File: config.mk
export PLATFORM = sky130hd
export DESIGN_NAME = mem_arbiter
export DESIGN_NICKNAME = d
export VERILOG_FILES = /design/src/rtl/mem_arbiter_pkg.sv /design/src/rtl/mem_arbiter_rr_arbiter2.sv /design/src/rtl/mem_arbiter.sv
export SDC_FILE = /design/constraint.sdc
export NUM_CORES = 1
export LEC_CHECK = 0
export CAP_MARGIN = 0
export CORE_ASPECT_RATIO = 0.6
export CORE_MARGIN = 2
export CORE_UTILIZATION = 37
export DETAILED_ROUTE_END_ITERATION = 10
export PLACE_DENSITY = 0.78
export SYNTH_ARGS = -nofsm -noshare
export SYNTH_HDL_FRONTEND = slang
export SYNTH_SLANG_ARGS = --single-unit
File: constraint.sdc
create_clock -name clk -period 9.3 [get_ports clk]
set_clock_uncertainty 0.2 [all_clocks]
set_input_delay 1.86 -clock clk [delete_from_list [all_inputs] [get_ports clk]]
set_output_delay 1.86 -clock clk [all_outputs]
set_load 0.02 [all_outputs]
File: src/rtl/mem_arbiter_pkg.sv
// Shared types for the cache-refill memory arbiter: FSM state encodings and
// the transaction-owner tag used by both the arbiter core and the top level.
package mem_arbiter_pkg;

  typedef enum logic [2:0] {
    ARB_IDLE  = 3'd0,
    ARB_ADDR  = 3'd1,
    ARB_RDATA = 3'd2,
    ARB_WDATA = 3'd3,
    ARB_WRESP = 3'd4
  } arb_state_t;

  typedef enum logic {
    OWN_I = 1'b0,
    OWN_D = 1'b1
  } owner_t;

  localparam int DEF_ADDR_W     = 32;
  localparam int DEF_DATA_W     = 32;
  localparam int DEF_LINE_WORDS = 4;

endpackage

File: src/rtl/mem_arbiter_rr_arbiter2.sv
// Two-way round-robin winner selection between the I-side and D-side
// requesters, with the last-grant history register.
module rr_arbiter2 (
  input  logic clk,
  input  logic rst,
  input  logic i_valid,
  input  logic d_valid,
  input  logic grant_en,
  output logic winner_d,
  output logic any_valid
);
  import mem_arbiter_pkg::*;

  owner_t last_grant;
  owner_t winner;

  // On a tie the side that was not granted last wins.
  always_comb begin
    winner = OWN_I;
    if (i_valid && d_valid) begin
      winner = (last_grant == OWN_D) ? OWN_I : OWN_D;
    end else if (d_valid) begin
      winner = OWN_D;
    end
  end

  assign any_valid = i_valid | d_valid;
  assign winner_d  = (winner == OWN_D);

  always_ff @(posedge clk) begin
    if (rst) begin
      last_grant <= OWN_D;
    end else if (grant_en && any_valid) begin
      last_grant <= winner;
    end
  end

endmodule

File: src/rtl/mem_arbiter.sv
// Arbitrates whole-line transactions from the I-cache and D-cache controllers
// onto the shared refill port; forwards read beats, serialises writebacks.
module mem_arbiter #(
  parameter int ADDR_W     = 32,
  parameter int DATA_W     = 32,
  parameter int LINE_WORDS = 4
) (
  input  logic                         clk,
  input  logic                         rst,
  input  logic                         i_req_valid,
  input  logic [ADDR_W-1:0]            i_req_addr,
  output logic                         i_req_ready,
  output logic [DATA_W-1:0]            i_rdata,
  output logic                         i_rvalid,
  output logic                         i_rlast,
  input  logic                         d_req_valid,
  input  logic                         d_req_we,
  input  logic [ADDR_W-1:0]            d_req_addr,
  input  logic [DATA_W*LINE_WORDS-1:0] d_req_wdata,
  output logic                         d_req_ready,
  output logic [DATA_W-1:0]            d_rdata,
  output logic                         d_rvalid,
  output logic                         d_rlast,
  output logic                         d_wdone,
  output logic                         mem_req_valid,
  output logic                         mem_req_we,
  output logic [ADDR_W-1:0]            mem_req_addr,
  input  logic                         mem_req_ready,
  output logic [DATA_W-1:0]            mem_wdata,
  output logic                         mem_wvalid,
  output logic                         mem_wlast,
  input  logic                         mem_wready,
  input  logic [DATA_W-1:0]            mem_rdata,
  input  logic                         mem_rvalid,
  input  logic                         mem_rlast,
  input  logic                         mem_bvalid
);
  import mem_arbiter_pkg::*;

  localparam int CNT_W = $clog2(LINE_WORDS);
  localparam logic [CNT_W-1:0] LAST_IDX = CNT_W'(LINE_WORDS - 1);

  arb_state_t                  state, state_nxt;
  owner_t                      owner;
  logic                        we;
  logic [ADDR_W-1:0]           addr;
  logic [DATA_W*LINE_WORDS-1:0] line;
  logic [CNT_W-1:0]            cnt;
  logic                        wdone;
  logic                        winner_d;
  logic                        any_valid;
  logic                        grant;
  logic                        last_beat;
  logic [DATA_W-1:0]           cur_word;

  rr_arbiter2 u_rr (
    .clk       (clk),
    .rst       (rst),
    .i_valid   (i_req_valid),
    .d_valid   (d_req_valid),
    .grant_en  (state == ARB_IDLE),
    .winner_d  (winner_d),
    .any_valid (any_valid)
  );

  assign grant     = (state == ARB_IDLE) && any_valid;
  assign last_beat = (cnt == LAST_IDX);
  assign cur_word  = line[int'(cnt)*DATA_W +: DATA_W];

  always_ff @(posedge clk) begin
    if (rst) begin
      state <= ARB_IDLE;
    end else begin
      state <= state_nxt;
    end
  end

  always_comb begin
    state_nxt = state;
    case (state)
      ARB_IDLE:  if (any_valid) state_nxt = ARB_ADDR;
      ARB_ADDR:  if (mem_req_ready) state_nxt = we ? ARB_WDATA : ARB_RDATA;
      ARB_RDATA: if (mem_rvalid && mem_rlast) state_nxt = ARB_IDLE;
      ARB_WDATA: if (mem_wready && last_beat) state_nxt = ARB_WRESP;
      ARB_WRESP: if (mem_bvalid) state_nxt = ARB_IDLE;
      default:   state_nxt = ARB_IDLE;
    endcase
  end

  // Control registers: owner, type, beat counter and the registered ack pulse.
  always_ff @(posedge clk) begin
    if (rst) begin
      owner <= OWN_I;
      we    <= 1'b0;
      cnt   <= '0;
      wdone <= 1'b0;
    end else begin
      wdone <= (state == ARB_WRESP) && mem_bvalid;
      if (grant) begin
        owner <= owner_t'(winner_d);
        we    <= winner_d & d_req_we;
      end
      if (state == ARB_ADDR && mem_req_ready) begin
        cnt <= '0;
      end else if (state == ARB_WDATA && mem_wready) begin
        cnt <= cnt + 1'b1;
      end
    end
  end

  // Address and line buffer are pure data; outputs are gated by state.
  always_ff @(posedge clk) begin
    if (grant) begin
      addr <= winner_d ? d_req_addr : i_req_addr;
      line <= d_req_wdata;
    end
  end

  assign mem_req_valid = (state == ARB_ADDR);
  assign mem_req_we    = (state == ARB_ADDR) && we;
  assign mem_req_addr  = (state == ARB_ADDR) ? addr : '0;

  assign i_req_ready = (state == ARB_ADDR) && (owner == OWN_I) && mem_req_ready;
  assign d_req_ready = (state == ARB_ADDR) && (owner == OWN_D) && mem_req_ready;

  assign i_rvalid = (state == ARB_RDATA) && (owner == OWN_I) && mem_rvalid;
  assign i_rlast  = i_rvalid && mem_rlast;
  assign i_rdata  = ((state == ARB_RDATA) && (owner == OWN_I)) ? mem_rdata : '0;
  assign d_rvalid = (state == ARB_RDATA) && (owner == OWN_D) && mem_rvalid;
  assign d_rlast  = d_rvalid && mem_rlast;
  assign d_rdata  = ((state == ARB_RDATA) && (owner == OWN_D)) ? mem_rdata : '0;

  assign mem_wvalid = (state == ARB_WDATA);
  assign mem_wlast  = (state == ARB_WDATA) && last_beat;
  assign mem_wdata  = (state == ARB_WDATA) ? cur_word : '0;

  assign d_wdone = wdone;

endmodule
-- Word level (Yosys, flattened, before mapping)
Cells that the tools add are included.
- shift operators: 1
- bitwise logic cells: 3
- $add $sub $neg: 1
- eq/ne operators: 10
- reductions and logical operators: 22
- mux-type cells: 15
- operator list (operator ; count):
    $mux 32 ; 5
    $shiftx 128x8->32 ; 1
    $logic_and 1x1->1 ; 19
    $mux 3 ; 5
    $pmux 3 s5 ; 1
    $eq 3x2->1 const B ; 2
    $ne 2x2->1 const B ; 3
    $reduce_and 5->1 ; 1
    $mux 1 ; 4
    $ne 2x1->1 const B ; 2
    $eq 3x1->1 const B ; 1
    $eq 3x3->1 const B ; 1
    $logic_not 3->1 ; 1
    $add 2x1->2 const B ; 1
    $eq 2x2->1 const B ; 1
    $reduce_or 2->1 ; 1
    $and 1x1->1 ; 1
    $not 1->1 ; 1
    $or 1x1->1 ; 1
- output and inout bits: 139
- register bits after elaboration: 169

-- Longest topological paths before layout
- depth after elaboration: 4
- depth in mapped cells: 5

-- Cells and area by module
Synthesis repeated with hierarchy kept, for this count alone.
- cells, all modules: 440
- area total of the unflattened synthesis: 7394.6 um^2
- modules (own cells, without submodules) (module ; instances ; area each (um^2) ; cells an instance):
    mem_arbiter ; 1 ; 7338.3 ; 434
    rr_arbiter2 ; 1 ; 56.3 ; 6

-- Worst setup path after synthesis
No wires, ideal clock.
- kind: input-to-reg
- start point: input port d_req_valid
- end point: register addr[0] (enable)
- path buffers: 0
- stages on the path: 2
- data required time: 8415 ps
- path slack: -192 ps
- library setup time: 685 ps
- arrival: 8607 ps
- cells stage by stage: nor2_1 -> nor2_1
- word-level cells in the longest chain between the ends: 2
- ends and longest elaborated chain (what ; line ; RTL):
    from (decl) ; mem_arbiter.sv:16 ; input logic d_req_valid,
    $or 1x1->1 ; mem_arbiter_rr_arbiter2.sv:27 ; assign any_valid = i_valid | d_valid;
    $logic_and 1x1->1 ; mem_arbiter.sv:66 ; assign grant = (state == ARB_IDLE) && any_valid;
    via grant ; mem_arbiter.sv:52 ; logic grant;
    to (signal assigned) ; mem_arbiter.sv:114 ; addr <= winner_d ? d_req_addr : i_req_addr;
    to (decl) ; mem_arbiter.sv:46 ; logic [ADDR_W-1:0] addr;
The timed path passes the listed nets, and every way through them passes these cells.
A chain may end at the register's enable or synchronous reset.

-- Worst setup path in the final report
- start point: input port mem_req_ready
- end point: output port i_req_ready
- word-level cells in the longest chain between the ends: 1
- ends and longest elaborated chain (what ; line ; RTL):
    from (decl) ; mem_arbiter.sv:28 ; input logic mem_req_ready,
    $logic_and 1x1->1 ; mem_arbiter.sv:123 ; assign i_req_ready = (state == ARB_ADDR) && (owner == OWN_I) && mem_req_ready;
    to (decl) ; mem_arbiter.sv:12 ; output logic i_req_ready,
No other way between the ends.

==> impl_metrics.toml <==
[critical_path]
r2r_end = "line[53]"
critPathKind = "in2out"
r2r_setup_slack_ns = 6.14
worstRegToRegCells = 3
crit_fanout = 5
worstPathArrival_ns = 3.39
start_kind = "input pin"
required_ns = 7.24
reg2reg_from = "state[0]"
critPathCaptureType = "output pin"

[min_path]
hold_path.class = "reg2reg"
min_path_cells = 2
min_from = "we"
worstHoldEndpoint = "we"

[cts]
clkTransAtPathRegs_ns = 0.07
clockBufferDepth = 2
cts_htree_levels = 4
cts.sink_count = 169
post_cts_buffers = 0
cts-root-buf = "clkbuf_16"
clock_latency_ns = 0.42
postCtsHoldBufs = 0
tritoncts = "done"
post_cts_resized = 0
cts_buffers = 17

[run_status]
status = "finished, final reports clean"

[layout]
finalNetCount = 1042
fillCellCount = 1571
drive_above_1_share_pct = 12.9
design_area_mm2 = 0.0119
area_growth_pct = 60.7
fin_cells = 1095

[timing]
fin_ws_ns = 3.85
setup_violations = 0
post-route-min-period_ns = 5.45
hold_violations = 0
worstMarginPinSlew_ns = 1.22
fin_crit_sh_pct = 58.6
rsz0062_at_grt = "no"
finalSetupTns_ns = 0
relSlewSlack_pct = 18.5
report.final.slew_viol_count = 0
max_freq_mhz = 183

[logic_synthesis]
synth_xor_area_share_pct = 0.118
synthMuxAreaShare_pct = 14.7
synth_cells = 438
ys_seq_area_share_pct = 67.1
synth-compound-area-share_pct = 1.31
ys_ff_latch = 169
syn-num-nets = 673
ys_warn_count = 0
synth_top_family_by_area = "multiplexers"
synth_simple_gate_area_share_pct = 13.9
synth_area_per_cell_um2 = 16.9
synth_fa_ha_area_share_pct = 0.169
synth_area_mm2 = 0.00742
synthDistinctLibCells = 41

[detailed_routing]
drt_pre_antenna_iters = 4
drtIter0Drc = 342
drc = 0
drt-wirelength-per-cell_um = 19.5
vias = 5083
ant_nets = 0
via_per_inst = 4.64
wl_um = 21400

[power_and_ir_drop]
powerDensity_mw_per_mm2 = 170
p_leak_nw = 4.13
ir_worst_vdd_v = 0.000126

[flow_run]
cap_viol_max_count = 0

[global_route]
grt-ovfl-total = 0
grt_max_degree = 69
antenna_found_initial = 2
grt_usage_pct = 20.1
grt_pass1_vias = 5089
grt_first_pass_wirelength_um = 31300

[die]
die_h_um = 114
die-area_mm2 = 0.0212
num_rows = 40
core-area_mm2 = 0.0198
initial_utilization_pct = 37.5
dieWidth_um = 187
io_pins = 373

[placed_design]
gp_congestion = 0.899
place_ws_ns = 3.87
dp_hpwl_um = 16300
placed_cell_area_mm2 = 0.0114
numPortBuffers = 372
placed_cells = 1061
[power by group]
part / switching, W / leakage, nW / internal [W]
clock network: 0.000331 / 0.277 / 0.000360
registers: 0.0000254 / 1.63 / 0.000954
logic: 0.000160 / 2.22 / 0.000193
total: 0.000517 / 4.13 / 0.00151
[layout by cell type, fill, tap and decap left out, types with 2 or more instances in the layout]
cell	n
nand3_1	3
buf_4	5
o21ai_0	2
clkinv_8	2
diode_2	2
clkdlybuf4s50_1	372
nand2_1	4
a21oi_1	4
and3_1	4
mux4_1	3
nand4b_1	2
inv_6	4
nor2_1	3
and2_1	132
dfxtp_1	7
inv_8	5
mux4_2	29
nand2b_1	2
mux2_2	32
clkinvlp_4	2
dfxtp_2	2
clkbuf_16	17
edfxtp_1	160
[final cells by class]
cell class | instances | area, um2 | share of cell area (%)
Sequential cell | 169 | 4990 | 41.8
Timing Repair Buffer | 377 | 3760 | 31.5
Multi-Input combinational cell | 241 | 2260 | 18.9
Clock buffer | 18 | 429 | 3.60
Tap cell | 273 | 342 | 2.86
Clock inverter | 14 | 148 | 1.24
Antenna cell | 2 | 5.00 | 0.0419
Inverter | 1 | 3.75 | 0.0315
[synth_stat cells]
master    number  area (um2)
a211o_1        1        8.76
a211oi_1       1        7.51
a21boi_4       1        18.8
a21oi_1        4        20.0
a221oi_1       1        8.76
a31oi_1        1        6.26
and2_1       132         826
and3_1         4        25.0
buf_12         3        60.1
buf_2          4        20.0
buf_4          4        30.0
buf_6          2        22.5
clkbuf_1      10        37.5
clkbuf_2       4        20.0
dfxtp_1        9         180
edfxtp_1     160        4800
ha_1           1        12.5
inv_1          1        3.75
mux2_2        32         360
mux4_1         3        78.8
mux4_2        29         653
nand2_1        4        15.0
nand2b_1       2        12.5
nand2b_4       1        13.8
nand3_1        3        15.0
nand3b_1       1        7.51
nand4b_1       2        17.5
nor2_1         4        15.0
nor2b_1        1        6.26
nor3_1         1        5.00
nor3_2         1        10.0
nor3_4         1        16.3
nor3b_1        1        7.51
nor3b_4        1        18.8
nor4b_1        1        8.76
o21ai_0        2        10.0
o21bai_1       1        7.51
o32a_1         1        10.0
or3_1          1        6.26
or4_1          1        7.51
xor2_1         1        8.76
[metrics by stage]
stage	total power (W)	hold slack, ns	utilization (%)
2_1_floorplan	0.00116	0.258	-
3_3_place_gp	0.00134	0.290	57.3
3_5_place_dp	0.00135	0.307	57.3
4_1_cts	0.00205	0.319	60.2
5_1_grt	0.00211	0.369	60.2
6_report	0.00202	0.316	60.2
[kinds of logic (layout without fill, tap and decap cells)]
kind of cell,count (synthesis),count (layout)
AND/OR/NAND/NOR,162,162
multiplexers,64,64
AO/OA/AOI/OAI,13,13
XOR/XNOR,1,1
adder cells (fa/ha/maj),1,1
other,0,2
buffers and inverters,28,410
flip-flops,169,169
[critical path, cell delays in order]
cell             delay [ns]
clkdlybuf4s50_1        0.57
nand2_1                0.10
nor2_1                 0.21
clkdlybuf4s50_1        0.66
[how the worst max path moves through the flow]
stage / start / end / slack (ns) / cells past startpoint
finish: mem_req_ready / i_req_ready / 3.85 / 4
global placement: mem_req_ready / i_req_ready / 3.88 / 4
CTS: mem_req_ready / i_req_ready / 3.86 / 4
global route: mem_req_ready / i_req_ready / 3.81 / 4
floorplan: d_req_valid / addr[0] / 2.59 / 2
detailed placement: mem_req_ready / i_req_ready / 3.87 / 4
[registers in the layout (all words and copies together) (netlist names)]
name / cells
d_wdone: 1
u_rr.last_grant: 1
addr: 32
line: 128
state: 3
we: 1
owner: 1
cnt: 2
[per-layer routing]
layer	track usage, %	wire length (um)
met1	25.1	9140
met2	34.0	10700
met5	0	0
met4	5.50	273
met3	6.25	1270
No activity file was read; power rests on OpenSTA's default activity.
